## src/rtl/cap_sensor_scanner_pkg.sv

```systemverilog
// Shared definitions for the capacitive pad scanner: scan FSM encoding,
// default pad count and the memory-mapped register offsets seen by the CPU.
package cap_sensor_scanner_pkg;

  typedef enum logic [1:0] {
    ST_IDLE      = 2'd0,
    ST_DISCHARGE = 2'd1,
    ST_CHARGE    = 2'd2,
    ST_EVAL      = 2'd3
  } scan_state_t;

  localparam int NUM_PADS = 9;

  localparam logic [7:0] ADDR_TOUCHED      = 8'h00;
  localparam logic [7:0] ADDR_TOUCH_EVENT  = 8'h04;
  localparam logic [7:0] ADDR_CLEAR_EVENTS = 8'h08;
  localparam logic [7:0] ADDR_COUNT_SEL    = 8'h0C;

endpackage

```

## src/rtl/cap_pad_channel.sv

```systemverilog
// One pad: input synchronizer, charge-time capture, committed count,
// debounced touched bit and sticky touch event.
module cap_pad_channel #(
  parameter int CNT_W    = 16,
  parameter int TIMEOUT  = 4000,
  parameter int DEBOUNCE = 3
) (
  input  logic             clock,
  input  logic             reset,
  input  logic             pad_in,
  input  logic             clr_cap,
  input  logic             charging,
  input  logic             eval,
  input  logic             clr_event,
  input  logic [CNT_W-1:0] charge_cnt,
  input  logic [CNT_W-1:0] threshold,
  output logic             captured,
  output logic [CNT_W-1:0] count,
  output logic             touched,
  output logic             touch_event
);

  localparam int DB_W = $clog2(DEBOUNCE + 1);

  logic [1:0]       sync;
  logic [CNT_W-1:0] cap_cnt;
  logic [CNT_W-1:0] eval_cnt;
  logic [DB_W-1:0]  db_cnt;
  logic             raw;
  logic             flip;

  // A pad that never rose during the charge phase counts as TIMEOUT.
  assign eval_cnt = captured ? cap_cnt : CNT_W'(TIMEOUT);
  assign raw      = (eval_cnt >= threshold);
  assign flip     = (raw != touched) && (db_cnt == DB_W'(DEBOUNCE - 1));

  always_ff @(posedge clock or posedge reset) begin
    if (reset) begin
      sync        <= '0;
      captured    <= 1'b0;
      cap_cnt     <= '0;
      count       <= '0;
      db_cnt      <= '0;
      touched     <= 1'b0;
      touch_event <= 1'b0;
    end else begin
      sync <= {sync[0], pad_in};
      if (clr_cap) begin
        captured <= 1'b0;
      end else if (charging && sync[1] && !captured) begin
        captured <= 1'b1;
        cap_cnt  <= charge_cnt;
      end
      if (eval) begin
        count <= eval_cnt;
        if (raw == touched || flip) db_cnt <= '0;
        else                        db_cnt <= db_cnt + 1'b1;
        if (flip) touched <= ~touched;
      end
      // Set has priority over a same-cycle clear so no touch is lost.
      touch_event <= (touch_event & ~clr_event) | (eval && flip && !touched);
    end
  end

endmodule

```

## src/rtl/cap_sensor_scanner.sv

```systemverilog
// Capacitive pad scanner: discharge/charge/evaluate loop driving the shared
// charge line and timing every pad into a debounced touched mask.
module cap_sensor_scanner #(
  parameter int NUM_PADS         = cap_sensor_scanner_pkg::NUM_PADS,
  parameter int CNT_W            = 16,
  parameter int DISCHARGE_CYCLES = 500,
  parameter int TIMEOUT          = 4000,
  parameter int DEBOUNCE         = 3
) (
  input  logic                clock,
  input  logic                reset,
  input  logic                enable,
  input  logic [CNT_W-1:0]    threshold,
  input  logic [NUM_PADS-1:0] capacitive_sensors_in,
  output logic                capacitive_sensors_out,
  input  logic [NUM_PADS-1:0] clear_events,
  input  logic [3:0]          count_sel,
  output logic [CNT_W-1:0]    count_out,
  output logic [NUM_PADS-1:0] touched,
  output logic [NUM_PADS-1:0] touch_event,
  output logic                scan_done
);
  import cap_sensor_scanner_pkg::*;

  localparam int DIS_W = $clog2(DISCHARGE_CYCLES + 1);

  scan_state_t                    state;
  logic [DIS_W-1:0]               dis_cnt;
  logic [CNT_W-1:0]               charge_cnt;
  logic [NUM_PADS-1:0]            captured;
  logic [NUM_PADS-1:0][CNT_W-1:0] counts;

  always_ff @(posedge clock or posedge reset) begin
    if (reset) begin
      state                  <= ST_IDLE;
      dis_cnt                <= '0;
      charge_cnt             <= '0;
      capacitive_sensors_out <= 1'b0;
      scan_done              <= 1'b0;
    end else begin
      scan_done <= 1'b0;
      case (state)
        ST_IDLE: if (enable) begin
          state   <= ST_DISCHARGE;
          dis_cnt <= '0;
        end
        ST_DISCHARGE: if (dis_cnt == DIS_W'(DISCHARGE_CYCLES - 1)) begin
          state                  <= ST_CHARGE;
          charge_cnt             <= '0;
          capacitive_sensors_out <= 1'b1;
        end else begin
          dis_cnt <= dis_cnt + 1'b1;
        end
        ST_CHARGE: if (&captured || charge_cnt == CNT_W'(TIMEOUT - 1)) begin
          state                  <= ST_EVAL;
          capacitive_sensors_out <= 1'b0;
          scan_done              <= 1'b1;
        end else begin
          charge_cnt <= charge_cnt + 1'b1;
        end
        ST_EVAL: begin
          state   <= enable ? ST_DISCHARGE : ST_IDLE;
          dis_cnt <= '0;
        end
        default: state <= ST_IDLE;
      endcase
    end
  end

  cap_pad_channel #(
    .CNT_W   (CNT_W),
    .TIMEOUT (TIMEOUT),
    .DEBOUNCE(DEBOUNCE)
  ) u_pad [NUM_PADS-1:0] (
    .clock      (clock),
    .reset      (reset),
    .pad_in     (capacitive_sensors_in),
    .clr_cap    (state == ST_DISCHARGE),
    .charging   (state == ST_CHARGE),
    .eval       (state == ST_EVAL),
    .clr_event  (clear_events),
    .charge_cnt (charge_cnt),
    .threshold  (threshold),
    .captured   (captured),
    .count      (counts),
    .touched    (touched),
    .touch_event(touch_event)
  );

  always_comb begin
    count_out = '0;
    for (int i = 0; i < NUM_PADS; i++)
      if (count_sel == 4'(i)) count_out = counts[i];
  end

endmodule

```

## config.mk

```make
export PLATFORM = sky130hd
export DESIGN_NAME = cap_sensor_scanner
export DESIGN_NICKNAME = d
export VERILOG_FILES = /design/src/rtl/cap_sensor_scanner_pkg.sv /design/src/rtl/cap_pad_channel.sv /design/src/rtl/cap_sensor_scanner.sv
export SDC_FILE = /design/constraint.sdc
export NUM_CORES = 1
export LEC_CHECK = 0
export ABC_CLOCK_PERIOD_IN_PS = 3150
export CAP_MARGIN = 20
export CORE_MARGIN = 2
export CORE_UTILIZATION = 30
export CTS_BUF_LIST = sky130_fd_sc_hd__clkbuf_8
export CTS_CLUSTER_SIZE = 16
export DETAILED_ROUTE_END_ITERATION = 8
export PLACE_DENSITY_LB_ADDON = 0.15
export SETUP_SLACK_MARGIN = 0.3
export SYNTH_ARGS = -nofsm -noshare
export SYNTH_HDL_FRONTEND = slang
export SYNTH_HIERARCHICAL = 1
export SYNTH_SLANG_ARGS = --single-unit
```

## constraint.sdc

```tcl
create_clock -name clock -period 3.15 [get_ports clock]
set_clock_uncertainty 0.2 [all_clocks]
set_input_delay 0.315 -clock clock [delete_from_list [all_inputs] [get_ports clock]]
set_output_delay 0.315 -clock clock [all_outputs]
set_load 0.01 [all_outputs]
```

==> results.cfg <==
[synth]
synthMuxAreaShare_pct = 15.1
synth_most_common_cell = dfrtp_1
ys_ff_latch = 380
yosysTopAreaCellShare_pct = 45.0
synth.area.top_cells = dfrtp_1 (45%), mux2_2 (15%), ha_1 (9.5%)
synth-simple-area-share_pct = 15.6
synth_fp_nets = 2165
syn_area_per_cell_um2 = 10.8
synth-xor-area-share_pct = 0.124
synth.yosys.warnings = 6
synth_top_area_cell = dfrtp_1
synth_cells = 1964
synth_top_family_by_area = simple AND/OR/NAND/NOR gates
seq_area_frac_synth_pct = 45.0
synth_area_um2 = 21100
synthTopCellsByCount = dfrtp_1 (380), mux2_2 (281), inv_1 (196)
ys_dominant_reg_cell = dfrtp_1
ys_types = 64
synth_compound_area_share_pct = 9.58
synth-edff-count = 0
async_flop_share_pct = 100
synthAdderAreaFrac_pct = 9.47

[grt]
grt_first_pass_wirelength_mm = 108
grt_max_degree = 117
grt_pass1_vias = 16572
antenna_found_initial = 10
globalRouteOverflowTotal = 0
grt_use_total_pct = 20.0

[drt]
ant_nets = 0
drtIter0Drc = 1084
routed_wl_mm = 71.7
drt-vias-per-instance = 5.00
dr.pass1.iters = 5
drc = 0
wl_per_cell_um = 22.6
num_vias = 15875

[sta]
drv_slew = 0
setup_tns_ns = 0
fmax_ghz = 0.350
period_share_pct = 90.8
hold_violations = 0
worst_pin_slew_ns = 0.661
slew_headroom_pct = 56.0
rsz0062_at_grt = yes
setup_viol = 0
period_needed_ns = 2.86

[setup_path]
crit_slowest_cell = dfrtp_1
cp_slowest_stage_delay_ns = 0.40
crit_type = reg2out
crit_required_ns = 2.63
end_kind = output port
r2r_setup_slack_ns = 0.48
cp_max_fo = 2
crit_chain = nor2_1 -> o21ai_0 -> buf_4 -> o2111ai_4 -> a31oi_2 -> a221o_1 -> dlygate4sd2_1
r2r_cells = 9
start_kind = flip-flop
reg2reg_to = u_pad[6]/touch_event$_DFF_PP0_
cp.arrival_ns = 2.34
r2r-start = u_pad[6]/captured$_DFFE_PP0P_

[final_layout]
drive_above_1_share_pct = 26.9
final_area_um2 = 25800
final_cell_count_no_fill = 3175
area_growth_pct = 22.2
final_nets = 2377

[clocking]
cts_root_buffer = clkbuf_8
cts_tree = yes
numCtsBuffers = 76
path_clk_slew_ns = 0.05
cts.sinks = 380
h-tree-depth = 3
clockBufferDepth = 3
clkLatencyLatePin_ns = 0.68

[floorplan]
fp.coreArea_um2 = 69900
rows = 97
io_pins = 77
fp.dieW_um = 269
die_area_um2 = 72600
initial_core_util_pct = 30.2
die_h_um = 269

[placed_design]
dp_cells = 3019
dpl.hpwl_mm = 48.7
port_buffers = 76
globalplace.congestion = 0.864
placed_area_um2 = 23900

[status]
status = finished, final reports clean

[run]
drv_cap = 0

[power_and_ir_drop]
powerDensity_nw_per_um2 = 676
p_leak_nw = 12.1
internal_power_mw = 11.1
switching_share_pct = 36.5
ir_worst_vdd_uv = 423
p_sw_mw = 6.38
comb_power_share_pct = 33.5
seqPwrFrac_pct = 38.3
clock_power_share_pct = 28.3

[min_path]
hold_end = u_pad[2]/touch_event$_DFF_PP0_
hp-start = clear_events[2]
hp-class = in2reg
hold_depth = 2
## through the flow
stage / worst slack (ns) / util, % / total power [mW] / hold WS (ns)
after floorplan: 0.593 / - / 10.2 / 0.131
after global placement: 0.0672 / 34.2 / 12.4 / 0.132
after detailed placement: 0.0587 / 34.2 / 12.6 / 0.136
final: 0.291 / 36.9 / 17.5 / 0.0579
after global routing: 0.189 / 36.9 / 18.6 / 0.0435
after CTS: 0.196 / 36.9 / 17.7 / 0.0136
## logic make-up (layout without fill, tap and decap cells)
| group | after synthesis | in the layout |
|---|---|---|
| DFF | 380 | 380 |
| AOI/OAI and AO/OA | 286 | 286 |
| and+or+nand+nor | 578 | 578 |
| xor gates and xnor gates | 3 | 3 |
| other | 0 | 3 |
| adders and majority gates | 160 | 160 |
| muxes | 284 | 284 |
| buffers and inverters | 273 | 541 |
## flip-flops by register name (all words and copies together), names as in the netlist, 2 cells and up
| register | cells |
|---|---|
| u_pad/touched | 9 |
| dis_cnt | 9 |
| u_pad/db_cnt | 18 |
| u_pad/count | 144 |
| charge_cnt | 16 |
| u_pad/cap_cnt | 144 |
| u_pad/sync | 18 |
| u_pad/captured | 9 |
| u_pad/touch_event | 9 |
| state | 2 |
## placed cells by master (no fill, tap or decap), types with 15 or more instances in the layout
cell             instances
nand2_1                100
nor2b_1                 18
clkdlybuf4s50_1         57
ha_1                   158
and2_1                  83
a21oi_1                 62
nor3_1                  33
dlygate4sd3_1           17
nand2b_1                75
inv_1                  217
mux2_2                 281
nand3_1                 71
nand4_1                 44
nor2_1                  56
o221ai_1                24
o21ai_0                 63
a22oi_1                 15
clkbuf_8                95
dfrtp_1                372
buf_4                   93
or3_1                   27
buf_12                  24
## critical path: cells and delay by family (launching register included)
family,cells,cell delay (ns)
AO/OA/AOI/OAI,4,0.76
AND/OR/NAND/NOR,1,0.09
buffers and inverters,2,0.46
flip-flops,1,0.40
## per-layer routing
metal,wire [um],track usage [%]
met5,0,0
met4,1700,5.57
met3,3110,2.99
met2,34400,33.5
met1,32500,26.8
## layout make-up
type | count | area (um2)
flip-flops and latches | 380 | 9520
fillers | 7004 | 44100
clock buffers | 95 | 1310
clock inverters | 39 | 175
diodes | 3 | 7.51
repair buffers | 211 | 2090
multi-input cells | 1311 | 10800
well taps | 940 | 1180
inverters | 196 | 739
## worst max-delay path by stage
stage / cells past startpoint / start / endpoint / slack (ns)
floorplan: 7 / state[1]$_DFFE_PP0P_ / charge_cnt[3]$_DFFE_PP0P_ / 0.59
global placement: 6 / count_sel[3] / count_out[10] / 0.07
detailed placement: 6 / count_sel[3] / count_out[10] / 0.06
CTS: 7 / u_pad[0]/count[5]$_DFFE_PP0P_ / count_out[5] / 0.20
global route: 7 / u_pad[0]/count[5]$_DFFE_PP0P_ / count_out[5] / 0.19
finish: 7 / u_pad[0]/count[5]$_DFFE_PP0P_ / count_out[5] / 0.29
## timing repair
item,4_1_cts,5_1_grt
setup buffers,1,0
endpoints found under the hold margin,51,0
endpoints found under the setup margin,16,30
resized for setup,87,15
pin swaps,20,3
hold buffers,17,0
gates cloned,1,0
## power groups by stage
stage,Combinational [mW],Clock (mW),Sequential (mW)
6_report,5.84,4.93,6.68
5_1_grt,6.40,5.35,6.81
2_1_floorplan,3.92,0,6.32
3_5_place_dp,5.81,0,6.75
4_1_cts,5.89,5.13,6.67
3_3_place_gp,5.65,0,6.74
Note: power is estimated with default switching activity, not from simulation.
